`config.mk`:
```
export PLATFORM = sky130hd
export DESIGN_NAME = mux4_rr_arbiter
export DESIGN_NICKNAME = d
export VERILOG_FILES = /design/src/rtl/mux4_rr_arbiter.sv
export SDC_FILE = /design/constraint.sdc
export NUM_CORES = 1
export LEC_CHECK = 0
export BUFFER_PORTS_ARGS = -buffer_cell sky130_fd_sc_hd__clkbuf_2
export CAP_MARGIN = 15
export CORE_MARGIN = 2
export CORE_UTILIZATION = 43
export DETAILED_ROUTE_END_ITERATION = 6
export HOLD_SLACK_MARGIN = 0.03
export PLACE_DENSITY = 0.85
export SETUP_SLACK_MARGIN = 0.15
export SLEW_MARGIN = 20
export SYNTH_ARGS = -nofsm -noshare
export SYNTH_HDL_FRONTEND = slang
export SYNTH_SLANG_ARGS = --single-unit
```
`constraint.sdc`:
```
create_clock -name clk_i -period 3.82 [get_ports clk_i]
set_input_delay 0.764 -clock clk_i [delete_from_list [all_inputs] [get_ports clk_i]]
set_output_delay 0.764 -clock clk_i [all_outputs]
set_load 0.01 [all_outputs]
```
`src/rtl/mux4_rr_arbiter.sv`:
```
// Round-robin arbiter sharing one 4-input data mux among four valid/ready
// requesters; multi-beat bursts lock the grant until the last beat.
//
// Ports:
//   clk_i, rst_i         clock, asynchronous active-low reset
//   req_valid_i[3:0]     per-requester valid
//   req_last_i[3:0]      per-requester last-beat flag (sampled with the beat)
//   data0_i..data3_i     requester data
//   req_ready_o[3:0]     per-requester ready, one-hot or zero
//   select_o[1:0]        current grant index (shared mux select)
//   out_valid_o          output register holds a beat
//   out_data_o           registered beat data
//   out_src_o[1:0]       requester index of the registered beat
//   out_last_o           registered last flag
//   out_ready_i          consumer ready
module mux4_rr_arbiter #(
    parameter int size = 32
) (
    input  logic            clk_i,
    input  logic            rst_i,
    input  logic [3:0]      req_valid_i,
    input  logic [3:0]      req_last_i,
    input  logic [size-1:0] data0_i,
    input  logic [size-1:0] data1_i,
    input  logic [size-1:0] data2_i,
    input  logic [size-1:0] data3_i,
    output logic [3:0]      req_ready_o,
    output logic [1:0]      select_o,
    output logic            out_valid_o,
    output logic [size-1:0] out_data_o,
    output logic [1:0]      out_src_o,
    output logic            out_last_o,
    input  logic            out_ready_i
);

    typedef enum logic {
        ARB,
        LOCKED
    } state_e;

    state_e          state_q, state_d;
    logic [1:0]      ptr_q, ptr_d;
    logic [1:0]      owner_q, owner_d;
    logic [1:0]      sel_q, sel_d;
    logic            out_valid_q, out_valid_d;
    logic [size-1:0] out_data_q, out_data_d;
    logic [1:0]      out_src_q, out_src_d;
    logic            out_last_q, out_last_d;

    logic            can_accept;
    logic [2:0]      rr_pick_w;
    logic [1:0]      grant;
    logic            grant_ok;
    logic [3:0]      ready;
    logic            xfer;
    logic [size-1:0] mux_data;

    // Returns {hit, index}: first valid requester scanning from p upward.
    // The loop runs from the farthest offset down so the nearest one wins.
    function automatic logic [2:0] rr_pick(input logic [3:0] v,
                                           input logic [1:0] p);
        logic [1:0] idx;
        rr_pick = {1'b0, p};
        for (int k = 3; k >= 0; k--) begin
            idx = p + 2'(k);
            if (v[idx]) begin
                rr_pick = {1'b1, idx};
            end
        end
    endfunction

    assign can_accept = ~out_valid_q | out_ready_i;
    assign rr_pick_w  = rr_pick(req_valid_i, ptr_q);

    // With no request in ARB the select keeps its previous value.
    always_comb begin
        grant    = sel_q;
        grant_ok = 1'b0;
        if (state_q == LOCKED) begin
            grant    = owner_q;
            grant_ok = can_accept;
        end else if (rr_pick_w[2]) begin
            grant    = rr_pick_w[1:0];
            grant_ok = can_accept;
        end
        ready        = 4'b0000;
        ready[grant] = grant_ok;
        xfer         = grant_ok & req_valid_i[grant];
    end

    always_comb begin
        unique case (grant)
            2'd0:    mux_data = data0_i;
            2'd1:    mux_data = data1_i;
            2'd2:    mux_data = data2_i;
            default: mux_data = data3_i;
        endcase
    end

    always_comb begin
        state_d     = state_q;
        ptr_d       = ptr_q;
        owner_d     = owner_q;
        sel_d       = grant;
        out_valid_d = out_valid_q;
        out_data_d  = out_data_q;
        out_src_d   = out_src_q;
        out_last_d  = out_last_q;
        if (xfer) begin
            out_valid_d = 1'b1;
            out_data_d  = mux_data;
            out_src_d   = grant;
            out_last_d  = req_last_i[grant];
            if (state_q == ARB) begin
                if (req_last_i[grant]) begin
                    ptr_d = grant + 2'd1;
                end else begin
                    state_d = LOCKED;
                    owner_d = grant;
                end
            end else if (req_last_i[grant]) begin
                state_d = ARB;
                ptr_d   = owner_q + 2'd1;
            end
        end else if (out_ready_i) begin
            out_valid_d = 1'b0;
        end
    end

    always_ff @(posedge clk_i or negedge rst_i) begin
        if (!rst_i) begin
            state_q     <= ARB;
            ptr_q       <= 2'd0;
            owner_q     <= 2'd0;
            sel_q       <= 2'd0;
            out_valid_q <= 1'b0;
            out_data_q  <= '0;
            out_src_q   <= 2'd0;
            out_last_q  <= 1'b0;
        end else begin
            state_q     <= state_d;
            ptr_q       <= ptr_d;
            owner_q     <= owner_d;
            sel_q       <= sel_d;
            out_valid_q <= out_valid_d;
            out_data_q  <= out_data_d;
            out_src_q   <= out_src_d;
            out_last_q  <= out_last_d;
        end
    end

    // Combinational outputs are forced idle while reset is held.
    assign req_ready_o = rst_i ? ready : 4'b0000;
    assign select_o    = rst_i ? grant : 2'd0;
    assign out_valid_o = out_valid_q;
    assign out_data_o  = out_data_q;
    assign out_src_o   = out_src_q;
    assign out_last_o  = out_last_q;

endmodule

```
==> flow_summary.ini <==
[worst_setup_path]
cp_delay_by_family_top = compound AO/OA/AOI/OAI gates
startpoint_type = primary input
cp.required_ps = 3060
critPathSlowestCell = o31ai_4
worst-path-max-fanout = 9
worstPathArrival_ps = 2550
cp_cell_sequence = clkbuf_2, nand2b_1, a21oi_1, o31a_1, o31ai_4, inv_1, ha_1, and3_1, clkbuf_2
worst_path_largest_cell_delay_ps = 480
critical-path-top-cell-by-count = clkbuf_2
critical_path.endpoint_type = output pin
buffering_stage_count_on_the_worst_path_with_inverters_included = 3
setup.worst_path.class = primary input to output pin

[routing]
dr.first_iter.drc_count = 239
average_wire_per_cell_in_the_routed_design_um = 15.17
firstDrtPassIters = 6
vias_per_cell = 5.446
drc = 0
route.antenna.remaining_nets = 0
detail_route.wirelength_um = 8267
vias = 2968

[finish]
fin_nets = 611
synthToLayoutAreaGrowth_pct = 38.64
layout-drive-gt1-share_pct = 50.64
antennaDiodeCount = 0

[run_status]
outcome = finished clean

[timing]
hold-worst-slack_ps = 434.9
worst_pin_slew_ps = 499.4
final.min_clock_period_ps = 3315
maxClockFrequency_mhz = 301.7
grt_setup_unrepaired = false
drv_slew = 0
timing.setup.tns_ps = 0
relSlewSlack_pct = 66.71
fin_worst_skew_ps = 7.993
hold_viol_final = 0
fraction_of_the_cycle_the_final_worst_path_needs_pct = 86.77
setup_viol_count_final = 0

[floorplan]
die_area_sq_um = 7088
y_dimension_of_the_die_um = 84.19
row_count = 29
fp.dieW_um = 84.19
io_pins = 181
floorplan.core_area_sq_um = 6277
initial_utilization_pct = 44.05

[pwr]
power_density_nw_per_um2 = 841.1
power.ir.vdd_worst_mv = 0.7925
cellLeakagePower_nw = 2.085
power_mw = 3.225

[clocking]
numClockSinks = 43
cts-hold-fix-buffers = 0
root_buffer = clkbuf_8
number_of_buffers_inserted_during_clock_tree_synthesis = 5
post_cts_clock_slew_at_the_launch_and_capture_registers_of_the_worst_setup_and_hold_paths_ps = 70
tritoncts = yes
cts_resized = 0
htreeDepth = 2
cts.repair_timing.setup_buffer_count = 0
cts_max_path_buffers = 2
clkLatencyLatePin_ps = 280

[global_route]
antenna_violations_before_repair = 0
grt_pass1_wl_um = 13560
aggregate_global_routing_overflow = 0
pin_count_of_the_biggest_net_entering_global_routing = 37
grt_pass1_vias = 2981
groute.usage.overall_pct = 23.48

[synth]
synth_top_cell_area_share_pct = 38.91
synth_top_cell_by_area = dfrtp_1
number_of_standard_cells_after_synthesis = 296
mappedNetlistArea_sq_um = 2765
post_synth.cell_area_avg_sq_um = 9.342
seq_area_frac_synth_pct = 38.91
synth.yosys.warnings = 0
synthesis.nets = 440
synthTopCellsByArea = dfrtp_1, mux2_2, a222oi_1
number_of_unique_standard_cell_types_used_by_synthesis = 39
synth-seq-cells = 43

[hold_path]
hold_class = primary input to asynchronous set/reset pin

[place]
post-dp-hpwl_um = 6372
gp_congestion = 0.9618
port_buffers = 180

[run]
max-cap-violations = 0
-- layout make-up --
class / instances / area (sq um)
timing repair buffer: 188 / 960.9
clock buffer: 8 / 100.1
fill: 571 / 2444
multi-input combinational: 191 / 1458
sequential: 43 / 1076
tap: 77 / 96.34
inverter: 38 / 142.6
-- kinds of logic after synthesis --
kind of cell / Yosys count / synth area share [%]
fa+ha+maj: 5 / 2.262
flops: 43 / 38.91
buf+inv: 62 / 8.687
mux: 38 / 16.24
simple gates: 65 / 11.36
compound gates: 83 / 22.53
-- synthesized netlist by cell type, drive strengths merged --
cell type / n
mux2: 36
nor2: 4
and3: 4
nand2b: 5
o41ai: 1
a21boi: 2
nand2: 40
and2b: 1
nor4: 2
or4b: 1
o211ai: 2
o31a: 1
a2111o: 1
dfrtp: 43
a211o: 1
o21a: 1
ha: 5
nor3b: 1
mux2i: 1
o21ai: 38
a222oi: 32
clkbuf: 19
mux4: 1
o31ai: 1
buf: 5
nor3: 1
and2: 2
a21oi: 3
nor2b: 2
nand4: 2
inv: 38
-- per-layer routing --
metal | part of all wire [%] | vias to the layer above | global-route usage [%]
li1 | - | 1417 | -
met1 | 39 | 1385 | 27.56
met2 | 52 | 150 | 42.35
met3 | 6.9 | 16 | 5.310
met4 | 2.0 | 0 | 7.625
met5 | 0 | - | 0
-- per-stage QoR --
stage               std cells  utilization (%)  cell area [sq um]  setup slack [ps]
floorplan                 296                -               2765             558.5
global placement          537            59.48               3734             651.1
detailed placement        537            59.48               3734             513.3
CTS                       545            61.07               3834             515.3
global route              545            61.07               3834             400.9
finish                    545            61.07               3834             505.4
-- final timing paths --
check / start / endpoint / slack, ps / cells past startpoint
setup / recovery: req_valid_i[3] / req_ready_o[1] / 510 / 9
hold / removal: rst_i / out_valid_o / 430 / 1
setup reg to reg: ptr_q[0] / out_data_o[22] / 1010 / 10
hold reg to reg: out_data_o[25] / out_data_o[25] / 490 / 2
max in group asynchronous: rst_i / out_data_o[20] / 2650 / 2
min in group clk_i: out_data_o[25] / out_data_o[25] / 490 / 2
-- flip-flops by register name, indices dropped and copies added (netlist names) --
register and cells:
out_src_o 2, out_data_o 32, out_valid_o 1, ptr_q 2
state_q 1, owner_q 2, sel_q 2, out_last_o 1
-- worst reg2reg max path, stage by stage, from the launching register on --
cell and delay [ps]:
dfrtp_1 410, and2b_1 250, o21ai_0 80, o31a_1 160, o31ai_4 490, inv_1 130
ha_1 230, buf_4 260, a222oi_1 400, mux2_2 220, o21ai_0 60
-- layout by cell type (no fill, tap or decap), types with 2 or more instances in the layout --
master    count
o211ai_1      2
a21oi_1       3
buf_4         8
nor2_1        4
clkbuf_2    180
mux2_4        2
nand2b_1      4
ha_1          5
and3_1        4
a222oi_1     32
mux2_1        2
mux2_2       32
clkbuf_8      7
inv_1        37
nor4_1        2
o21ai_0      25
nand4_1       2
o21ai_1      13
nand2_1      40
and2_1        2
dfrtp_1      43
nor2b_1       2
-- power breakdown --
part / internal [mW] / total, mW / leakage (nW) / switching, mW
Clock: 0.165 / 0.308 / 0.0515 / 0.143
Sequential: 0.686 / 0.827 / 0.533 / 0.141
Combinational: 0.967 / 2.09 / 1.50 / 1.12
Total: 1.82 / 3.22 / 2.08 / 1.41
Note: power is estimated with default switching activity, not from simulation.
